[src/rtl/cpu_mem_bridge_if.sv]
// Memory-side port of the CPU/memory bridge.
// Handshake: the bridge raises mem_req together with mem_we/mem_addr/mem_wdata
// and holds all four stable until a cycle in which the memory drives
// mem_ready=1. That cycle completes the access, and for reads mem_rdata is valid
// in it. A mem_ready seen while mem_req=0 has no meaning and is ignored.
interface cpu_mem_bridge_if #(
    parameter int ADDR_W = 32,
    parameter int DATA_W = 32
);
    logic              mem_req;
    logic              mem_we;
    logic [ADDR_W-1:0] mem_addr;
    logic [DATA_W-1:0] mem_wdata;
    logic              mem_ready;
    logic [DATA_W-1:0] mem_rdata;

    modport master (
        output mem_req, mem_we, mem_addr, mem_wdata,
        input  mem_ready, mem_rdata
    );

    modport slave (
        input  mem_req, mem_we, mem_addr, mem_wdata,
        output mem_ready, mem_rdata
    );
endinterface

[src/rtl/cpu_mem_bridge.sv]
// Serialises the CPU's instruction and data ports onto one memory port.
// Both requests of a CPU cycle are latched in IDLE, served one after the other
// (DM first when DM_FIRST=1), and stall is held until both have completed.
// An access that waits MAX_WAIT cycles without mem_ready is abandoned and the
// sticky timeout flag is raised.
module cpu_mem_bridge #(
    parameter int ADDR_W   = 32,
    parameter int DATA_W   = 32,
    parameter int MAX_WAIT = 255,
    parameter int DM_FIRST = 1
) (
    input  logic              clk,
    input  logic              rst,
    input  logic              IM_enable,
    input  logic [ADDR_W-1:0] IM_address,
    output logic [DATA_W-1:0] IM_out,
    input  logic              DM_enable,
    input  logic              DM_write,
    input  logic [ADDR_W-1:0] DM_address,
    input  logic [DATA_W-1:0] DM_in,
    output logic [DATA_W-1:0] DM_out,
    output logic              stall,
    output logic              timeout,
    output logic [1:0]        dbg_state,
    cpu_mem_bridge_if.master  mem
);
    // Counter only ever holds 0..MAX_WAIT-1, so this width never wraps.
    localparam int WAIT_W = (MAX_WAIT < 2) ? 1 : $clog2(MAX_WAIT + 1);

    typedef enum logic [1:0] {
        IDLE  = 2'd0,
        ACC_A = 2'd1,
        ACC_B = 2'd2,
        DONE  = 2'd3
    } state_t;

    state_t            state;
    state_t            state_next;
    logic [WAIT_W-1:0] wait_cnt;

    // Request snapshot taken in IDLE; CPU inputs are ignored after that.
    logic              both_q;
    logic              cur_dm;
    logic [ADDR_W-1:0] im_addr_q;
    logic [ADDR_W-1:0] dm_addr_q;
    logic              dm_we_q;
    logic [DATA_W-1:0] dm_wdata_q;

    logic start;
    logic acc_end;
    logic wait_expired;
    logic load_second;
    logic first_dm;

    assign first_dm  = DM_enable && ((DM_FIRST != 0) || !IM_enable);
    assign dbg_state = state;

    // State register.
    always_ff @(posedge clk) begin
        if (rst) state <= IDLE;
        else     state <= state_next;
    end

    // Next-state decode, stall, and the per-cycle control strobes.
    always_comb begin
        state_next   = state;
        stall        = 1'b0;
        start        = 1'b0;
        acc_end      = 1'b0;
        wait_expired = 1'b0;
        load_second  = 1'b0;
        case (state)
            IDLE: begin
                stall = IM_enable | DM_enable;
                if (IM_enable | DM_enable) begin
                    start      = 1'b1;
                    state_next = ACC_A;
                end
            end
            ACC_A, ACC_B: begin
                stall        = 1'b1;
                wait_expired = !mem.mem_ready && (wait_cnt == WAIT_W'(MAX_WAIT - 1));
                if (mem.mem_ready || wait_expired) begin
                    acc_end     = 1'b1;
                    load_second = (state == ACC_A) && both_q;
                    state_next  = load_second ? ACC_B : DONE;
                end
            end
            DONE: state_next = IDLE;
            default: state_next = IDLE;
        endcase
    end

    // Request capture, memory port drive, read-data capture and wait counting.
    always_ff @(posedge clk) begin
        if (rst) begin
            mem.mem_req   <= 1'b0;
            mem.mem_we    <= 1'b0;
            mem.mem_addr  <= '0;
            mem.mem_wdata <= '0;
            IM_out        <= '0;
            DM_out        <= '0;
            timeout       <= 1'b0;
            wait_cnt      <= '0;
            both_q        <= 1'b0;
            cur_dm        <= 1'b0;
            im_addr_q     <= '0;
            dm_addr_q     <= '0;
            dm_we_q       <= 1'b0;
            dm_wdata_q    <= '0;
        end else if (start) begin
            im_addr_q     <= IM_address;
            dm_addr_q     <= DM_address;
            dm_we_q       <= DM_write;
            dm_wdata_q    <= DM_in;
            both_q        <= IM_enable & DM_enable;
            cur_dm        <= first_dm;
            mem.mem_req   <= 1'b1;
            mem.mem_addr  <= first_dm ? DM_address : IM_address;
            mem.mem_we    <= first_dm & DM_write;
            mem.mem_wdata <= first_dm ? DM_in : '0;
            wait_cnt      <= '0;
        end else if (acc_end) begin
            wait_cnt <= '0;
            if (wait_expired) begin
                timeout <= 1'b1;
            end else if (!mem.mem_we) begin
                if (cur_dm) DM_out <= mem.mem_rdata;
                else        IM_out <= mem.mem_rdata;
            end
            if (load_second) begin
                // mem_req stays high: the second access follows back-to-back.
                cur_dm        <= !cur_dm;
                mem.mem_addr  <= cur_dm ? im_addr_q : dm_addr_q;
                mem.mem_we    <= !cur_dm & dm_we_q;
                mem.mem_wdata <= cur_dm ? '0 : dm_wdata_q;
            end else begin
                mem.mem_req <= 1'b0;
                mem.mem_we  <= 1'b0;
            end
        end else if (state == ACC_A || state == ACC_B) begin
            wait_cnt <= wait_cnt + WAIT_W'(1);
        end
    end
endmodule

[src/flat_wrapper.sv]
// flat-port wrapper written by rule: the top's interface ports become plain ports
module cpu_mem_bridge_flat 
#(
    parameter int ADDR_W   = 32,
    parameter int DATA_W   = 32,
    parameter int MAX_WAIT = 255,
    parameter int DM_FIRST = 1
)
  (clk, rst, IM_enable, IM_address, IM_out, DM_enable, DM_write, DM_address, DM_in, DM_out, stall, timeout, dbg_state, mem_mem_req, mem_mem_we, mem_mem_addr, mem_mem_wdata, mem_mem_ready, mem_mem_rdata);
  cpu_mem_bridge_if #(.ADDR_W(ADDR_W), .DATA_W(DATA_W)) mem_i ();
  input  logic clk;
  input  logic rst;
  input  logic IM_enable;
  input  logic [ADDR_W-1:0] IM_address;
  output logic [DATA_W-1:0] IM_out;
  input  logic DM_enable;
  input  logic DM_write;
  input  logic [ADDR_W-1:0] DM_address;
  input  logic [DATA_W-1:0] DM_in;
  output logic [DATA_W-1:0] DM_out;
  output logic stall;
  output logic timeout;
  output logic [1:0] dbg_state;
  output wire logic [$bits(mem_i.mem_req)-1:0] mem_mem_req;
  output wire logic [$bits(mem_i.mem_we)-1:0] mem_mem_we;
  output wire logic [$bits(mem_i.mem_addr)-1:0] mem_mem_addr;
  output wire logic [$bits(mem_i.mem_wdata)-1:0] mem_mem_wdata;
  input wire logic [$bits(mem_i.mem_ready)-1:0] mem_mem_ready;
  input wire logic [$bits(mem_i.mem_rdata)-1:0] mem_mem_rdata;
  assign mem_mem_req = mem_i.mem_req;
  assign mem_mem_we = mem_i.mem_we;
  assign mem_mem_addr = mem_i.mem_addr;
  assign mem_mem_wdata = mem_i.mem_wdata;
  assign mem_i.mem_ready = mem_mem_ready;
  assign mem_i.mem_rdata = mem_mem_rdata;
  cpu_mem_bridge #(.ADDR_W(ADDR_W), .DATA_W(DATA_W), .MAX_WAIT(MAX_WAIT), .DM_FIRST(DM_FIRST)) u_core (.clk(clk), .rst(rst), .IM_enable(IM_enable), .IM_address(IM_address), .IM_out(IM_out), .DM_enable(DM_enable), .DM_write(DM_write), .DM_address(DM_address), .DM_in(DM_in), .DM_out(DM_out), .stall(stall), .timeout(timeout), .dbg_state(dbg_state), .mem(mem_i));
endmodule
[config.mk]
export PLATFORM = sky130hd
export DESIGN_NAME = cpu_mem_bridge_flat
export DESIGN_NICKNAME = d
export VERILOG_FILES = /design/src/rtl/cpu_mem_bridge_if.sv /design/src/rtl/cpu_mem_bridge.sv /design/src/flat_wrapper.sv
export SDC_FILE = /design/constraint.sdc
export NUM_CORES = 1
export LEC_CHECK = 0
export BUFFER_PORTS_ARGS = -buffer_cell sky130_fd_sc_hd__buf_2
export CORE_MARGIN = 5
export CORE_UTILIZATION = 53
export CTS_CLUSTER_DIAMETER = 120
export DETAILED_ROUTE_END_ITERATION = 12
export MAX_ROUTING_LAYER = met4
export PLACE_DENSITY = 0.8
export SYNTH_ARGS = -nofsm -noshare
export SYNTH_HDL_FRONTEND = slang
export SYNTH_SLANG_ARGS = --single-unit
[constraint.sdc]
create_clock -name clk -period 2.8 [get_ports clk]
set_input_delay 0 -clock clk [delete_from_list [all_inputs] [get_ports clk]]
set_output_delay 0 -clock clk [all_outputs]
set_load 0.05 [all_outputs]
### Word level (Yosys, flattened, before mapping)

Cells that the tools add are included.

* $mul: 0
* divide/modulo/power cells: 0
* reduce and logical (&&, ||, !) cells: 17
* mux-type cells: 31
* add/subtract/negate cells: 1
* equal/unequal tests: 7
* bitwise gates (word level): 8
* shift operators: 0
* order comparisons: 0

Operators with widths (count)
* $mux W32: 10
* $mux W1: 17
* $reduce_and A5 Y1: 2
* $add A8 B1 Y8 const B: 1
* $eq A8 B8 Y1 const B: 1
* $ne A2 B1 Y1 const B: 3
* $pmux W2 S3: 1
* $reduce_and A2 Y1: 3
* $eq A2 B2 Y1 const B: 2
* $mux W2: 2
* $not A1 Y1: 4
* $reduce_bool A2 Y1: 2
* $and A1 B1 Y1: 3
* $reduce_and A3 Y1: 1
* $reduce_or A3 Y1: 1
* $eq A2 B1 Y1 const B: 1
* $logic_and A1 B1 Y1: 2
* $logic_not A1 Y1: 2
* $logic_not A2 Y1: 1
* $logic_or A1 B1 Y1: 2
* $pmux W1 S2: 1
* $reduce_or A2 Y1: 1
* $or A1 B1 Y1: 1

* memories kept: 0
* memory bits (read-only): 0
* logic and storage cells: 79
* RAM bits: 0
* bits of input ports: 134
* output and inout bits: 134
* latch bits: 0
* register bits: 240

### Longest topological paths before layout

Gate-level depths: netlist (run 1).

* word-level depth: 8
* mapped depth: 10
* mapped depth without buffers: 6

### Worst setup path after synthesis (run 1)

Ideal clock, no wire load.

* kind: flip-flop to output port
* start: reg u_core.state[1], in the netlist u_core.dbg_state[1]
* end: out stall
* setup slack: 0.399 ns
* stages on the path, launching flop included: 10
* arrival time: 2.401 ns
* cell sequence: dfxtp_1 inv_1 ha_1 buf_2 o21a_1 buf_4 buf_2 clkbuf_1 nor2_1 nor2_1

* word-level cells in the longest chain between the ends: 3
* elaborated cells on any way between the ends: 5
* those cells by class: 2 x eq/ne; 1 x mux; 2 x reduce/logical

Ends and longest elaborated chain
* from (decl): RTL line cpu_mem_bridge.sv:37 `state_t state;`
* from (signal assigned): RTL line cpu_mem_bridge.sv:61 `else state <= state_next;`
* $eq A2 B2 Y1 or $eq A2 B1 Y1 (tied branches): RTL line cpu_mem_bridge.sv:72 `case (state)`
* $reduce_or A2 Y1: RTL line cpu_mem_bridge.sv:72
* $pmux W1 S2 *: RTL line cpu_mem_bridge.sv:72
* to (decl): RTL line flat_wrapper.sv:21 `output logic stall;`

Mark *: on every way between the ends. The rest lies on a longest branch, timed or not.

### Final worst setup path (run 1)

* start: reg u_core.state[0], in the netlist u_core.dbg_state[0]
* end: out stall

Same word-level chain as after synthesis.

==> results.sh, run 1 <==
export IMPL_drv_slew=0
export IMPL_seq_area_frac_synth=0.469
export IMPL_period_share=0.906
export IMPL_vdd_ir_drop_max_mv=0.532
export IMPL_num_rows=50
export IMPL_synth_seq_cells=240
export IMPL_required_ns=2.80
export IMPL_fin_tns_setup_ns=0
export IMPL_pre_cts_ws_ns=0.434
export IMPL_hold_class="primary input to flip-flop"
export IMPL_cts_hold_buffers=133
export IMPL_synth_edf_count=0
export IMPL_grt_max_degree=138
export IMPL_crit_path_max_fanout=59
export IMPL_cts_setup_buffers=0
export IMPL_synth_ff_type="dfxtp_1"
export IMPL_via_count=10561
export IMPL_wl_um=31700
export IMPL_rsz0062_at_grt="false"
export IMPL_synth_cells=1251
export IMPL_power_leakage_uw=0.00577
export IMPL_clock_path_buffers=3
export IMPL_yosysUniqueCellTypes=42
export IMPL_max_clock_freq_ghz=0.394
export IMPL_grt_pass1_vias=10265
export IMPL_numCtsBuffers=25
export IMPL_dp_hpwl_um=18600
export IMPL_drt_pass1_iterations=6
export IMPL_syn_area_um2=10200
export IMPL_die_area_um2=22200
export IMPL_async_flop_share=0
export IMPL_dpl_cell_area_um2=11700
export IMPL_antenna_found_initial=1
export IMPL_finalPower_uw=10600
export IMPL_portBuffers=267
export IMPL_yosysTopAreaCell="dfxtp_1"
export IMPL_multi_input_area_um2=4950
export IMPL_grt_first_pass_wirelength_um=50500
export IMPL_period_needed_ns=2.54
export IMPL_nFillCells=1408
export IMPL_cp_end_kind="primary output"
export IMPL_finalSetupViolCount=0
export IMPL_syn_avg_cell_area_um2=8.19
export IMPL_nets=1726
export IMPL_path_clk_slew_ns=0.06
export IMPL_drc=0
export IMPL_wl_per_cell_um=17.0
export IMPL_slew_headroom=0.415
export IMPL_ff_latch_area_um2=4810
export IMPL_cp_start_kind="flip-flop"
export IMPL_layout_common_cells="nand2_1 (361), buf_2 (265), dfxtp_1 (239)"
export IMPL_syn_num_nets=1391
export IMPL_criticalPathCategory="flip-flop to primary output"
export IMPL_overflow=0
export IMPL_synth_top_area_share=0.469
export IMPL_drtIter0Drc=762
export IMPL_ios=268
export IMPL_synthTopCellsByArea="dfxtp_1 (47%), nand2_1 (13%), a21oi_1 (9.7%), mux2_2 (3.5%), mux2i_1 (3.1%)"
export IMPL_design_area_um2=13800
export IMPL_die_y_um=149
export IMPL_cts_tree="yes"
export IMPL_final_common_cell="nand2_1"
export IMPL_worst_slack_ns=0.264
export IMPL_fin_worst_skew_ns=0.00824
export IMPL_clkLatencyLatePin_ns=0.51
export IMPL_utilization=0.732
export IMPL_die_w_um=149
export IMPL_synth_warnings=0
export IMPL_core_area_um2=18900
export IMPL_viasPerCell=5.67
export IMPL_start_util=0.542
export IMPL_ant_nets=0
export IMPL_power_density_nw_per_um2=768
export IMPL_cts_max_level=1
export IMPL_worstPathArrival_ns=2.54
export IMPL_drv_cap=0
export IMPL_drive_gt1_frac=0.248
export IMPL_track_usage=0.278
export IMPL_areaGrowthSynthToFinish_pct=35.0
export IMPL_tightest_slew_ns=0.877
export IMPL_cts_sinks=240
export IMPL_status="finished clean"
export IMPL_place_congestion=0.841
export IMPL_clockRootBuffer="clkbuf_16"
export IMPL_post_cts_resized=0
export IMPL_finalHoldViolations=0
-- area by class of cell --
type / count / share of cell area
Antenna cell: 1 / 0.000181
Clock buffer: 32 / 0.0500
Clock inverter: 12 / 0.00868
Inverter: 6 / 0.00163
Multi-Input combinational cell: 886 / 0.358
Sequential cell: 240 / 0.347
Tap cell: 260 / 0.0235
Timing Repair Buffer: 427 / 0.211
-- logic make-up after synthesis --
| logic type | Yosys count | synth area share |
|---|---|---|
| adders and majority gates | 6 | 0.00733 |
| muxes | 64 | 0.0664 |
| DFF | 240 | 0.469 |
| xor gates and xnor gates | 7 | 0.00598 |
| buffers and inverters | 125 | 0.0518 |
| AOI/OAI and AO/OA | 344 | 0.207 |
| and+or+nand+nor | 465 | 0.192 |
-- flip-flops by register name (all words and copies together), names as in the netlist --
signal and count:
u_core.DM_out 32, u_core.IM_out 32, u_core.both_q 1, u_core.cur_dm 1, u_core.dbg_state 2, u_core.dm_addr_q 32
u_core.dm_wdata_q 32, u_core.dm_we_q 1, u_core.im_addr_q 32, u_core.mem.mem_addr 32, u_core.mem.mem_req 1, u_core.mem.mem_wdata 32
u_core.mem.mem_we 1, u_core.timeout 1, u_core.wait_cnt 8
-- synth_stat cells, types with 5 or more instances --
cell       number
nor2_1         17
a31o_2         23
a31o_1          9
clkbuf_1       84
o21ai_0        37
nand2_1       361
buf_1           5
dfxtp_1       240
nand3_1        39
a2111oi_0      33
buf_2          25
o41ai_1        32
mux2_2         32
inv_1           6
mux2i_1        32
ha_1            6
a21oi_1       199
nand3b_1       32
-- power by group --
| group | internal, µW | total [µW] | leakage [µW] | switching [µW] |
|---|---|---|---|---|
| clock network | 1930 | 3280 | 0.000404 | 1350 |
| registers | 3840 | 4100 | 0.00196 | 261 |
| logic | 1010 | 3240 | 0.00340 | 2240 |
-- final timing paths --
check / from / endpoint / slack (ns) / cells past startpoint
worst max-delay path: u_core.dbg_state[0] / stall / 0.26 / 7
worst min-delay path: DM_address[4] / u_core.dm_addr_q[4] / 0.29 / 4
worst max register to register: u_core.dbg_state[0] / u_core.mem.mem_addr[13] / 0.37 / 7
worst min register to register: u_core.IM_out[18] / u_core.IM_out[18] / 0.45 / 2
-- through the flow --
stage | cells | hold WS (ns)
4_1_cts | 1863 | 0.271
2_1_floorplan | 1251 | 0.136
3_3_place_gp | 1686 | 0.251
6_report | 1864 | 0.291
5_1_grt | 1864 | 0.293
3_5_place_dp | 1686 | 0.257
-- per-layer routing --
metal | vias up | track usage | wire length [µm]
li1 | 5027 | - | -
met1 | 4952 | 0.340 | 12800
met2 | 504 | 0.474 | 15600
met3 | 78 | 0.0383 | 2420
met4 | 0 | 0.0906 | 906
met5 | - | - | 0
-- critical path: stages, from the launching register on --
cell and delay [ns]:
dfxtp_1 0.36, inv_1 0.08, ha_1 0.32, o21a_4 0.24
buf_4 0.52, nor2_1 0.08, nor2_1 0.12, buf_2 0.30
Note: power is estimated with default switching activity, not from simulation.
==> run 2, diff against run 1 <==
- RECOVER_POWER: default -> 100
==> results.sh, run 2 (synthesis gave the netlist of run 1 again) <==
export IMPL_fin_tns_setup_ns=0
export IMPL_ff_latch_area_um2=4810
export IMPL_cts_max_level=1
export IMPL_via_count=10526
export IMPL_nets=1726
export IMPL_fin_worst_skew_ns=0.00691
export IMPL_slew_headroom=0.388
export IMPL_place_congestion=0.841
export IMPL_die_area_um2=22200
export IMPL_drive_gt1_frac=0.163
export IMPL_multi_input_area_um2=4940
export IMPL_track_usage=0.278
export IMPL_power_density_nw_per_um2=772
export IMPL_max_clock_freq_ghz=0.389
export IMPL_hold_class="primary input to flip-flop"
export IMPL_crit_path_end="u_core.mem.mem_wdata[5]"
export IMPL_clockRootBuffer="clkbuf_16"
export IMPL_viasPerCell=5.65
export IMPL_cts_sinks=240
export IMPL_criticalPathCategory="flip-flop to flip-flop"
export IMPL_holdCritStartpoint="DM_address[4]"
export IMPL_dp_hpwl_um=18600
export IMPL_r2r_setup_slack_ns=0.23
export IMPL_drtIter0Drc=686
export IMPL_ios=268
export IMPL_path_clk_slew_ns=0.06
export IMPL_rsz0062_at_grt="false"
export IMPL_wl_per_cell_um=17.0
export IMPL_worstPathArrival_ns=3.02
export IMPL_final_common_cell="nand2_1"
export IMPL_vdd_ir_drop_max_mv=0.528
export IMPL_grt_pass1_vias=10265
export IMPL_cp_end_kind="flip-flop"
export IMPL_areaGrowthSynthToFinish_pct=33.1
export IMPL_die_y_um=149
export IMPL_overflow=0
export IMPL_clkLatencyLatePin_ns=0.51
export IMPL_start_util=0.542
export IMPL_drv_slew=0
export IMPL_nFillCells=1490
export IMPL_power_leakage_uw=0.00520
export IMPL_drc=0
export IMPL_num_rows=50
export IMPL_finalSetupViolCount=0
export IMPL_die_w_um=149
export IMPL_antenna_found_initial=1
export IMPL_layout_common_cells="nand2_1 (361), dfxtp_1 (239), a21oi_1 (197)"
export IMPL_ant_nets=0
export IMPL_grt_first_pass_wirelength_um=50500
export IMPL_drv_cap=0
export IMPL_status="finished clean"
export IMPL_worst_r2r_cell_count=7
export IMPL_startpoint="u_core.dbg_state[0]"
export IMPL_r2r_end="u_core.mem.mem_wdata[5]"
export IMPL_grt_max_degree=138
export IMPL_cp_start_kind="flip-flop"
export IMPL_drt_pass1_iterations=7
export IMPL_clock_path_buffers=3
export IMPL_portBuffers=267
export IMPL_required_ns=3.25
export IMPL_cts_setup_buffers=0
export IMPL_period_share=0.918
export IMPL_wl_um=31700
export IMPL_numCtsBuffers=25
export IMPL_cts_tree="yes"
export IMPL_finalPower_uw=10500
export IMPL_tightest_slew_ns=0.917
export IMPL_period_needed_ns=2.57
export IMPL_r2r_start="u_core.dbg_state[0]"
export IMPL_finalHoldViolations=0
export IMPL_core_area_um2=18900
export IMPL_crit_path_max_fanout=22
## run 2: cell count changes in the layout (fill, tap and decap cells not counted)
| cell | before | now |
|---|---|---|
| and2_1 | 3 | 2 |
| clkbuf_4 | 0 | 1 |
| clkbuf_1 | 3 | 139 |
| clkbuf_2 | 0 | 5 |
| o21ai_4 | 1 | 0 |
| buf_2 | 265 | 131 |
| o21ai_2 | 0 | 1 |
| buf_4 | 25 | 17 |
| and2_0 | 0 | 1 |
## run 2: worst min path at each step
stage,endpoint,cells after the start
finish,u_core.dm_addr_q[4],4
global route,u_core.dm_addr_q[4],4
CTS,u_core.DM_out[5],4
detailed placement,u_core.DM_out[6],3
global placement,u_core.DM_out[5],3
floorplan,u_core.dm_we_q,2
## run 2: power breakdown
group          internal, µW  leakage (µW)  total (µW)  switching [µW]
clock                  1930      0.000404        3270            1340
combinational           927       0.00283        3160            2230
sequential             3840       0.00196        4100             266
## run 2: stage by stage
step | util | instances | area, µm² | hold slack [ns] | setup slack (ns)
detailed placement | 0.619 | 1686 | 11700 | 0.257 | 0.434
floorplan | - | 1251 | 10200 | 0.136 | 0.399
finish | 0.722 | 1864 | 13600 | 0.292 | 0.229
global route | 0.722 | 1864 | 13600 | 0.293 | 0.0661
CTS | 0.732 | 1863 | 13800 | 0.271 | 0.251
global placement | 0.619 | 1686 | 11700 | 0.251 | 0.539
## run 2: cell type report
class                           count  share of cell area
Multi-Input combinational cell    886               0.362
Sequential cell                   240               0.352
Inverter                            6             0.00165
Antenna cell                        1            0.000183
Tap cell                          260              0.0239
Clock buffer                       32              0.0507
Timing Repair Buffer              427               0.200
Clock inverter                     12             0.00881
## run 2: critical path, cell delays in order, from the launching register on
cell and delay [ns]:
dfxtp_1 0.43, inv_1 0.08, ha_1 0.29, o21ai_2 0.39, clkbuf_1 0.47, nand3b_1 0.12
a2111oi_0 0.56, a31o_2 0.18
## run 2: what timing repair did
action | CTS | global route
endpoints found under the hold margin | 222 | 0
resized for setup | 0 | 0
endpoints found under the setup margin | 0 | 0
hold buffers | 133 | 0
## run 2: per-layer routing
layer,track usage,part of all wire,up-vias
li1,-,-,5018
met2,0.474,0.49,496
met3,0.0383,0.076,82
met1,0.340,0.40,4930
met4,0.0906,0.028,0
met5,-,0,-
==> run 3, diff against run 2 <==
- BUFFER_PORTS_ARGS: -buffer_cell sky130_fd_sc_hd__buf_2 -> -buffer_cell sky130_fd_sc_hd__buf_4
==> results.sh, run 3 (synthesis gave the netlist of run 1 again) <==
export IMPL_wl_per_cell_um=17.8
export IMPL_crit_path_max_fanout=34
export IMPL_viasPerCell=5.67
export IMPL_core_area_um2=18900
export IMPL_drv_slew=0
export IMPL_crit_path_cell_trace="inv_1 -> ha_1 -> o21a_4 -> buf_4 -> or4_1 -> clkbuf_2 -> nand2_1 -> a21oi_1"
export IMPL_nFillCells=1466
export IMPL_drive_gt1_frac=0.159
export IMPL_antenna_found_initial=1
export IMPL_r2r_start="u_core.dbg_state[0]"
export IMPL_worst_r2r_cell_count=8
export IMPL_worstHoldPathCells=4
export IMPL_power_leakage_uw=0.00556
export IMPL_post_cts_resized=0
export IMPL_cp_end_kind="flip-flop"
export IMPL_switchingPower_uw=3880
export IMPL_hold_worst_slack_ns=0.291
export IMPL_portBuffers=267
export IMPL_grt_first_pass_wirelength_um=53700
export IMPL_cts_hold_buffers=171
export IMPL_nets=1767
export IMPL_cts_tree="yes"
export IMPL_finalHoldViolations=0
export IMPL_overflow=0
export IMPL_required_ns=3.14
export IMPL_critPathBufInv=3
export IMPL_crit_path_max_incr_delay_ns=0.49
export IMPL_hold_class="primary input to flip-flop"
export IMPL_cts_max_level=1
export IMPL_dp_hpwl_um=19100
export IMPL_clkLatencyLatePin_ns=0.50
export IMPL_place_congestion=0.895
export IMPL_numCtsBuffers=25
export IMPL_areaGrowthSynthToFinish_pct=40.1
export IMPL_drtIter0Drc=1007
export IMPL_utilization=0.760
export IMPL_num_rows=50
export IMPL_finalSetupViolCount=0
export IMPL_layout_common_cells="nand2_1 (361), dfxtp_1 (239), a21oi_1 (198)"
export IMPL_period_needed_ns=2.63
export IMPL_cp_top_family="buffers and inverters"
export IMPL_fin_worst_skew_ns=0.00831
export IMPL_drv_cap=0
export IMPL_clockRootBuffer="clkbuf_16"
export IMPL_rsz0062_at_grt="false"
export IMPL_status="finished clean"
export IMPL_grt_max_degree=100
export IMPL_cts_setup_buffers=0
export IMPL_die_area_um2=22200
export IMPL_track_usage=0.299
export IMPL_seq_power_share=0.383
export IMPL_ant_nets=0
export IMPL_switching_share=0.361
export IMPL_die_w_um=149
export IMPL_r2r_setup_slack_ns=0.17
export IMPL_slowest_stage="or4_1"
export IMPL_start_util=0.542
export IMPL_clockPowerShare=0.303
export IMPL_grt_pass1_vias=10707
export IMPL_intPower_uw=6880
export IMPL_slew_headroom=0.384
export IMPL_max_clock_freq_ghz=0.380
export IMPL_period_share=0.939
export IMPL_cp_start_kind="flip-flop"
export IMPL_drt_pass1_iterations=5
export IMPL_worstPathArrival_ns=2.97
export IMPL_vdd_ir_drop_max_mv=0.505
export IMPL_wl_um=33900
export IMPL_fin_tns_setup_ns=0
export IMPL_cts_sinks=240
export IMPL_comb_power_share=0.314
export IMPL_r2r_end="u_core.IM_out[11]"
export IMPL_clock_path_buffers=3
export IMPL_holdCritStartpoint="IM_address[2]"
export IMPL_power_density_nw_per_um2=749
export IMPL_holdPathEnd="u_core.im_addr_q[2]"
export IMPL_via_count=10794
export IMPL_path_clk_slew_ns=0.06
export IMPL_criticalPathCategory="flip-flop to flip-flop"
export IMPL_ios=268
export IMPL_die_y_um=149
export IMPL_tightest_slew_ns=0.924
export IMPL_drc=0
export IMPL_finalPower_uw=10800
export IMPL_final_common_cell="nand2_1"
[run 3: cell count changes in the layout (fill, tap and decap cells not counted), sizes merged]
cell and delta:
buf +6, dlygate4sd3 +38, clkinvlp -1, clkinv -6, clkbuf +3
[run 3: tightest hold or removal path, cell delays in order]
cell and delay (ns):
dlygate4sd3_1 0.52, buf_4 0.10, nand2_1 0.04, a21oi_1 0.10
[run 3: how the worst max path moves through the flow]
stage | from | endpoint | depth (start not counted)
final | u_core.dbg_state[0] | u_core.IM_out[11] | 8
after CTS | u_core.dbg_state[0] | u_core.dm_we_q | 8
after global placement | u_core.dbg_state[0] | u_core.wait_cnt[1] | 8
after detailed placement | u_core.dbg_state[0] | u_core.wait_cnt[1] | 8
after global routing | u_core.dbg_state[0] | u_core.IM_out[10] | 8
after floorplan | u_core.dbg_state[1] | stall | 9
[run 3: area by class of cell]
class                      instances  area, µm²  share of cell area
multi-input combinational        886       4940               0.344
sequential                       240       4810               0.335
timing repair buffer             468       3460               0.241
clock buffer                      38        724              0.0505
tap                              260        325              0.0227
clock inverter                     5       75.1             0.00523
inverter                           6       22.5             0.00157
antenna                            1       2.50            0.000174
[run 3: power by group through the flow]
stage / clock [µW] / combinational (µW) / sequential [µW]
6_report: 3250 / 3380 / 4120
5_1_grt: 3470 / 3630 / 4160
4_1_cts: 3300 / 3500 / 4100
3_5_place_dp: 0 / 3230 / 4170
3_3_place_gp: 0 / 3190 / 4160
2_1_floorplan: 0 / 1570 / 4820
[run 3: per-layer routing]
metal,GRT usage,vias up,wire (µm)
met1,0.363,5079,13700
li1,-,5108,-
met4,0.107,0,966
met5,-,-,0
met2,0.501,527,16600
met3,0.0526,80,2670
[run 3: metrics by stage]
step / setup WS, ns / instances / cell area (µm²)
finish: 0.171 / 1904 / 14400
CTS: 0.255 / 1903 / 14900
floorplan: 0.399 / 1251 / 10200
detailed placement: 0.330 / 1689 / 12400
global route: 0.0261 / 1904 / 14400
global placement: 0.442 / 1689 / 12400
